<file path="src/rtl/ibex_rf_ctx_engine_if.sv">
// Register-file port and save/restore stream bundle for ibex_rf_ctx_engine.
// master = the engine; slave = register file plus the stream partner.
interface ibex_rf_ctx_engine_if #(
  parameter int unsigned DataWidth = 32
) ();

  // Register file ports (asynchronous read, write on the rising edge)
  logic [4:0]           rf_raddr_o;
  logic [DataWidth-1:0] rf_rdata_i;
  logic [4:0]           rf_waddr_o;
  logic [DataWidth-1:0] rf_wdata_o;
  logic                 rf_we_o;

  // Save stream out of the engine
  logic                 sv_valid_o;
  logic                 sv_ready_i;
  logic [DataWidth-1:0] sv_data_o;
  logic                 sv_last_o;

  // Restore stream into the engine
  logic                 rs_valid_i;
  logic                 rs_ready_o;
  logic [DataWidth-1:0] rs_data_i;

  modport master (
    output rf_raddr_o, input rf_rdata_i,
    output rf_waddr_o, output rf_wdata_o, output rf_we_o,
    output sv_valid_o, input sv_ready_i, output sv_data_o, output sv_last_o,
    input rs_valid_i, output rs_ready_o, input rs_data_i
  );

  modport slave (
    input rf_raddr_o, output rf_rdata_i,
    input rf_waddr_o, input rf_wdata_o, input rf_we_o,
    input sv_valid_o, output sv_ready_i, input sv_data_o, input sv_last_o,
    output rs_valid_i, input rs_ready_o, output rs_data_i
  );

endinterface

</file>
<file path="src/rtl/ibex_rf_ctx_engine.sv">
// Register-file context save/restore engine: streams x1..xLAST out, or writes them back.
// Optional checksum over transferred words: define IBEX_RF_CTX_CHECKSUM_EN.
module ibex_rf_ctx_engine #(
  parameter bit          RV32E     = 1'b0,
  parameter int unsigned DataWidth = 32
) (
  input  logic                 clk_i,
  input  logic                 rst_ni,
  input  logic                 save_req_i,
  input  logic                 restore_req_i,
  input  logic                 abort_i,
  output logic                 busy_o,
  output logic                 done_o,
  output logic [DataWidth-1:0] csum_o,
  output logic [1:0]           dbg_state_o,
  ibex_rf_ctx_engine_if.master bus
);

  typedef enum logic [1:0] {
    IDLE    = 2'd0,
    SAVE    = 2'd1,
    RESTORE = 2'd2,
    DONE    = 2'd3
  } state_e;

  localparam logic [5:0] LAST = RV32E ? 6'd15 : 6'd31;

  state_e               state_q;
  logic [5:0]           rd_ptr_q;
  logic [5:0]           wr_ptr_q;
  logic                 sv_valid_q;
  logic                 sv_last_q;
  logic [DataWidth-1:0] sv_data_q;
  logic                 done_q;

  logic sv_hs;
  logic sv_load;
  logic rs_ready;
  logic rs_hs;

  // Valid/ready: a word moves when valid && ready on a rising edge. Once the
  // engine raises sv_valid it holds valid and data until that edge; only
  // abort may withdraw it. The restore side writes in the handshake cycle.
  always_comb begin
    sv_hs    = sv_valid_q && bus.sv_ready_i;
    sv_load  = (state_q == SAVE) && (!sv_valid_q || bus.sv_ready_i) && (rd_ptr_q <= LAST);
    rs_ready = (state_q == RESTORE) && !abort_i;
    rs_hs    = rs_ready && bus.rs_valid_i;
  end

  // Past LAST the read address returns to 0 so bit 4 never rises on RV32E.
  assign bus.rf_raddr_o = ((state_q == SAVE) && (rd_ptr_q <= LAST)) ? rd_ptr_q[4:0] : 5'd0;
  assign bus.rf_we_o    = rs_hs;
  assign bus.rf_waddr_o = rs_hs ? wr_ptr_q[4:0] : 5'd0;
  assign bus.rf_wdata_o = rs_hs ? bus.rs_data_i : '0;
  assign bus.rs_ready_o = rs_ready;
  assign bus.sv_valid_o = sv_valid_q;
  assign bus.sv_data_o  = sv_data_q;
  assign bus.sv_last_o  = sv_last_q;

  assign busy_o      = (state_q != IDLE);
  assign done_o      = done_q;
  assign dbg_state_o = state_q;

  always_ff @(posedge clk_i) begin
    if (!rst_ni) begin
      state_q    <= IDLE;
      rd_ptr_q   <= 6'd0;
      wr_ptr_q   <= 6'd0;
      sv_valid_q <= 1'b0;
      sv_last_q  <= 1'b0;
      sv_data_q  <= '0;
      done_q     <= 1'b0;
    end else begin
      case (state_q)
        IDLE: begin
          done_q <= 1'b0;
          if (save_req_i) begin
            state_q  <= SAVE;
            rd_ptr_q <= 6'd1;
          end else if (restore_req_i) begin
            state_q  <= RESTORE;
            wr_ptr_q <= 6'd1;
          end
        end

        SAVE: begin
          if (abort_i) begin
            state_q    <= IDLE;
            rd_ptr_q   <= 6'd0;
            sv_valid_q <= 1'b0;
            sv_last_q  <= 1'b0;
            sv_data_q  <= '0;
          end else if (sv_hs && sv_last_q) begin
            state_q    <= DONE;
            done_q     <= 1'b1;
            rd_ptr_q   <= 6'd0;
            sv_valid_q <= 1'b0;
            sv_last_q  <= 1'b0;
            sv_data_q  <= '0;
          end else if (sv_load) begin
            sv_valid_q <= 1'b1;
            sv_data_q  <= bus.rf_rdata_i;
            sv_last_q  <= (rd_ptr_q == LAST);
            rd_ptr_q   <= rd_ptr_q + 6'd1;
          end else if (sv_hs) begin
            sv_valid_q <= 1'b0;
          end
        end

        RESTORE: begin
          if (abort_i) begin
            state_q  <= IDLE;
            wr_ptr_q <= 6'd0;
          end else if (rs_hs) begin
            if (wr_ptr_q == LAST) begin
              state_q  <= DONE;
              done_q   <= 1'b1;
              wr_ptr_q <= 6'd0;
            end else begin
              wr_ptr_q <= wr_ptr_q + 6'd1;
            end
          end
        end

        DONE: begin
          state_q <= IDLE;
          done_q  <= 1'b0;
        end

        default: begin
          state_q <= IDLE;
          done_q  <= 1'b0;
        end
      endcase
    end
  end

`ifdef IBEX_RF_CTX_CHECKSUM_EN
  logic [DataWidth-1:0] csum_q;

  // Rotate-left-by-one then XOR the word; survives DONE/abort until the next start.
  always_ff @(posedge clk_i) begin
    if (!rst_ni) begin
      csum_q <= '0;
    end else if ((state_q == IDLE) && (save_req_i || restore_req_i)) begin
      csum_q <= '0;
    end else if ((state_q == SAVE) && sv_hs) begin
      csum_q <= {csum_q[DataWidth-2:0], csum_q[DataWidth-1]} ^ sv_data_q;
    end else if (rs_hs) begin
      csum_q <= {csum_q[DataWidth-2:0], csum_q[DataWidth-1]} ^ bus.rs_data_i;
    end
  end

  assign csum_o = csum_q;
`else
  assign csum_o = '0;
`endif

endmodule
</file>
<file path="src/flat_wrapper.sv">
// flat-port wrapper written by rule: the top's interface ports become plain ports
module ibex_rf_ctx_engine_flat 
#(
  parameter bit          RV32E     = 1'b0,
  parameter int unsigned DataWidth = 32
)
  (clk_i, rst_ni, save_req_i, restore_req_i, abort_i, busy_o, done_o, csum_o, dbg_state_o, bus_rf_raddr_o, bus_rf_rdata_i, bus_rf_waddr_o, bus_rf_wdata_o, bus_rf_we_o, bus_sv_valid_o, bus_sv_ready_i, bus_sv_data_o, bus_sv_last_o, bus_rs_valid_i, bus_rs_ready_o, bus_rs_data_i);
  ibex_rf_ctx_engine_if #(.DataWidth(DataWidth)) bus_i ();
  input  logic clk_i;
  input  logic rst_ni;
  input  logic save_req_i;
  input  logic restore_req_i;
  input  logic abort_i;
  output logic busy_o;
  output logic done_o;
  output logic [DataWidth-1:0] csum_o;
  output logic [1:0] dbg_state_o;
  output wire logic [$bits(bus_i.rf_raddr_o)-1:0] bus_rf_raddr_o;
  input wire logic [$bits(bus_i.rf_rdata_i)-1:0] bus_rf_rdata_i;
  output wire logic [$bits(bus_i.rf_waddr_o)-1:0] bus_rf_waddr_o;
  output wire logic [$bits(bus_i.rf_wdata_o)-1:0] bus_rf_wdata_o;
  output wire logic [$bits(bus_i.rf_we_o)-1:0] bus_rf_we_o;
  output wire logic [$bits(bus_i.sv_valid_o)-1:0] bus_sv_valid_o;
  input wire logic [$bits(bus_i.sv_ready_i)-1:0] bus_sv_ready_i;
  output wire logic [$bits(bus_i.sv_data_o)-1:0] bus_sv_data_o;
  output wire logic [$bits(bus_i.sv_last_o)-1:0] bus_sv_last_o;
  input wire logic [$bits(bus_i.rs_valid_i)-1:0] bus_rs_valid_i;
  output wire logic [$bits(bus_i.rs_ready_o)-1:0] bus_rs_ready_o;
  input wire logic [$bits(bus_i.rs_data_i)-1:0] bus_rs_data_i;
  assign bus_rf_raddr_o = bus_i.rf_raddr_o;
  assign bus_i.rf_rdata_i = bus_rf_rdata_i;
  assign bus_rf_waddr_o = bus_i.rf_waddr_o;
  assign bus_rf_wdata_o = bus_i.rf_wdata_o;
  assign bus_rf_we_o = bus_i.rf_we_o;
  assign bus_sv_valid_o = bus_i.sv_valid_o;
  assign bus_i.sv_ready_i = bus_sv_ready_i;
  assign bus_sv_data_o = bus_i.sv_data_o;
  assign bus_sv_last_o = bus_i.sv_last_o;
  assign bus_i.rs_valid_i = bus_rs_valid_i;
  assign bus_rs_ready_o = bus_i.rs_ready_o;
  assign bus_i.rs_data_i = bus_rs_data_i;
  ibex_rf_ctx_engine #(.RV32E(RV32E), .DataWidth(DataWidth)) u_core (.clk_i(clk_i), .rst_ni(rst_ni), .save_req_i(save_req_i), .restore_req_i(restore_req_i), .abort_i(abort_i), .busy_o(busy_o), .done_o(done_o), .csum_o(csum_o), .dbg_state_o(dbg_state_o), .bus(bus_i));
endmodule
</file>
<file path="config.mk">
export PLATFORM = sky130hd
export DESIGN_NAME = ibex_rf_ctx_engine_flat
export DESIGN_NICKNAME = d
export VERILOG_FILES = /design/src/rtl/ibex_rf_ctx_engine_if.sv /design/src/rtl/ibex_rf_ctx_engine.sv /design/src/flat_wrapper.sv
export SDC_FILE = /design/constraint.sdc
export NUM_CORES = 1
export LEC_CHECK = 0
export CAP_MARGIN = 25
export CORE_MARGIN = 4
export CORE_UTILIZATION = 35
export DETAILED_ROUTE_END_ITERATION = 8
export GPL_TIMING_DRIVEN = 0
export PLACE_DENSITY = 0.81
export SLEW_MARGIN = 30
export SYNTH_ARGS = -nofsm -noshare
export SYNTH_HDL_FRONTEND = slang
export SYNTH_SLANG_ARGS = --single-unit
</file>
<file path="constraint.sdc">
create_clock -name clk_i -period 2.3 [get_ports clk_i]
set_clock_uncertainty 0.05 [all_clocks]
set_input_delay 0.69 -clock clk_i [delete_from_list [all_inputs] [get_ports clk_i]]
set_output_delay 0.69 -clock clk_i [all_outputs]
set_load 0.1 [all_outputs]
</file>
==> run metrics <==
status=finished with violations; failing checks=setup timing; Clock Sink Count=between 40 and 50; worst endpoint required time=1.56 ns; Initial Util=a little over a third; Hold WS=0.432 ns; CTS tree=done; Area growth, synth to finish=101%; Die Width=roughly 94 um; headroom to the max-slew limit=a little over a third; worst-margin pin slew=between 0.9 and 1 ns; Max Buffers Root-to-Sink=2; RSZ-0062 raised after global routing=yes; startpoint types=input port; global-route wire length before repair=between 10000 and 15000 um; CP top delay family=simple AND/OR/NAND/NOR gates; commonest non-fill, non-tap cell in the layout=clkdlybuf4s50_1; Vias/cell=~4.7; CTS H-tree depth=2; Pwr Density=between 600 and 700 mW/mm^2; Primary FF master, synth=dfxtp_1; f_max=approximately 0.41 GHz; GRT Total Usage=around 19%; Most common cell on crit path=buf_12; peak per-stage delay on the critical path=around 0.40 ns; most frequent cells in the layout=clkdlybuf4s50_1 (68), buf_4 (47), dfxtp_1 (47); DR vias=2806; # hold bufs at CTS=0; PnR worst setup slack=-0.151 ns; drt wl/cell=~16 um; register area share after synthesis=a little under two fifths; DRC violations left=0; Ports=between 150 and 200; syn avg cell area=about 9 sq um; Cell Area, Synth=0.00258 sq mm; Mapped Cells=~290; grt ovf=0; antenna viol nets, final=0; Reg clk slew, reported paths=~0.09 ns; Leakage=roughly 0.0023 uW; Placer Congestion=around 0.8; period utilization=107%; Crit. End Element=primary output; clock period minus worst slack=roughly 2.5 ns; max-cap check violation count=0; ant diodes=0; critical-path cell list=buf_12, and3b_4, clkbuf_8, and2_4, buf_12; dpl hpwl=~6400 um; class of the worst hold path=flip-flop to flip-flop; largest net degree at the start of global routing=19; clock latency on the worst-skew pair=a little over 0.3 ns; CP arrival=about 1.7 ns; layout cell share with drive strength beyond 1=37.8%; Final Hold Fails=0; Initial DRC Count=about 150; VDD IR max=366 uV; First-pass DRT Iterations=4; synthesis-stage register bit count=slightly below 50; core region area=about 0.0072 sq mm; Row Count=31; Post-synth ARST share=0%; Die Y=about 94 um; final setup fails=39; TritonCTS Buffers=5; die area=0.00880 sq mm; final slew viol count=0; kind of critical path=input port to primary output; Cell variety after synth=between 40 and 50; vias in the first global route=roughly 2800; Nets=570; yosys warns=0; final WL=~9300 um; WP buf/inv=3; initial antenna violation count=0; slowest stage cell, crit path=and3b_4; CP Max Fanout=8; setup TNS=-4.83 ns; Post-synth EDFFs=0; Port Buf Inserts=about 150; Clk Tree Root Cell=clkbuf_8
[cells by family (layout without fill, tap and decap cells)]
logic type | count (synthesis) | in the layout | share of synthesized area (%)
compound gates | 76 | 76 | 22.7
fa+ha+maj | 5 | 5 | 2.43
buf+inv | 55 | 233 | 13.3
flops | 49 | 49 | 38.1
mux | 4 | 4 | 1.55
other cells | 1 | 32 | 0.146
simple gates | 96 | 96 | 21.8
[stage by stage]
| step | worst slack [ns] | util (%) | total power, uW | std cells | instance area [sq um] |
|---|---|---|---|---|---|
| after floorplan | -0.167 | - | 2170 | 317 | 2840 |
| after global placement | -1.41 | 62.1 | 2510 | 567 | 4480 |
| after detailed placement | -1.44 | 62.1 | 2530 | 567 | 4480 |
| after CTS | -0.165 | 69.9 | 3150 | 584 | 5050 |
| after global routing | -0.183 | 71.8 | 3340 | 594 | 5180 |
| final | -0.151 | 71.8 | 3210 | 594 | 5180 |
[cells in the mapped netlist, types with 2 or more instances]
library cell | n | area share, %
ha_1 | 5 | 2.4
a211oi_1 | 3 | 0.87
o22ai_1 | 3 | 0.73
nor2_1 | 4 | 0.58
nor4_1 | 2 | 0.49
and3b_1 | 2 | 0.68
o21ai_0 | 9 | 1.7
a21o_1 | 2 | 0.58
buf_2 | 7 | 1.4
buf_4 | 32 | 9.3
o31ai_1 | 3 | 0.87
a31oi_1 | 3 | 0.73
mux2i_1 | 4 | 1.6
nand2_1 | 19 | 2.8
o21a_1 | 3 | 0.87
o211ai_1 | 2 | 0.58
dfxtp_1 | 49 | 38
and2_1 | 44 | 11
nand3b_1 | 2 | 0.58
inv_1 | 8 | 1.2
clkbuf_1 | 6 | 0.87
or4_1 | 3 | 0.87
or3_1 | 2 | 0.49
a22o_1 | 32 | 11
a21oi_1 | 7 | 1.4
nor2b_1 | 4 | 0.97
nand3_1 | 8 | 1.6
[layer usage]
metal  up-vias  GRT usage [%]  wire length (um)
met1      1277           21.1              3520
met3        18           7.77              1040
met2       149           33.8              4550
li1       1362              -                 -
met5         -              0                 0
met4         0           5.90               187
[state kept, by name (all words and copies together) (netlist names)]
name,count
u_core.bus.sv_data_o,32
u_core.rd_ptr_q,6
u_core.wr_ptr_q,6
u_core.dbg_state_o,2
u_core.bus.sv_last_o,1
u_core.bus.sv_valid_o,1
u_core.done_o,1
[repair_timing]
item	CTS	global route
pin swaps	21	2
resized for setup	451	54
hold endpoints to repair	0	0
gates cloned	4	0
endpoints found under the setup margin	82	66
setup buffers	5	10
[power breakdown]
part | internal (uW) | switching [uW] | leakage, uW
clock network | 228 | 324 | 0.0000506
registers | 915 | 57.2 | 0.000398
logic | 528 | 1160 | 0.00184
[final timing paths]
check                                       start                                    to  slack [ns]  depth (start not counted)
max reg2reg    u_core.dbg_state_o[0]$_SDFFE_PN0P_       u_core.rd_ptr_q[3]$_SDFFE_PN0P_        0.26                          7
min reg2reg  u_core.bus.sv_data_o[4]$_SDFFE_PN0P_  u_core.bus.sv_data_o[4]$_SDFFE_PN0P_        0.43                          1
max                                       abort_i                    bus_rf_wdata_o[14]       -0.15                          5
min          u_core.bus.sv_data_o[4]$_SDFFE_PN0P_  u_core.bus.sv_data_o[4]$_SDFFE_PN0P_        0.43                          1
[final cells by class]
type | count | area, sq um
buffer | 46 | 363
fill | 496 | 2030
inverter | 9 | 36.3
timing repair buffer | 170 | 2070
clock buffer | 5 | 68.8
multi-input combinational | 213 | 1500
clock inverter | 3 | 28.8
tap | 99 | 124
sequential | 49 | 988
[worst register-to-register path: cells and delay by family (launching register included)]
kind            cells  cell delay [ns]
compound gates      2             0.33
simple gates        2             0.78
buf+inv             2             0.16
fa+ha+maj           1             0.29
flops               1             0.38
Note: power is estimated with default switching activity, not from simulation.
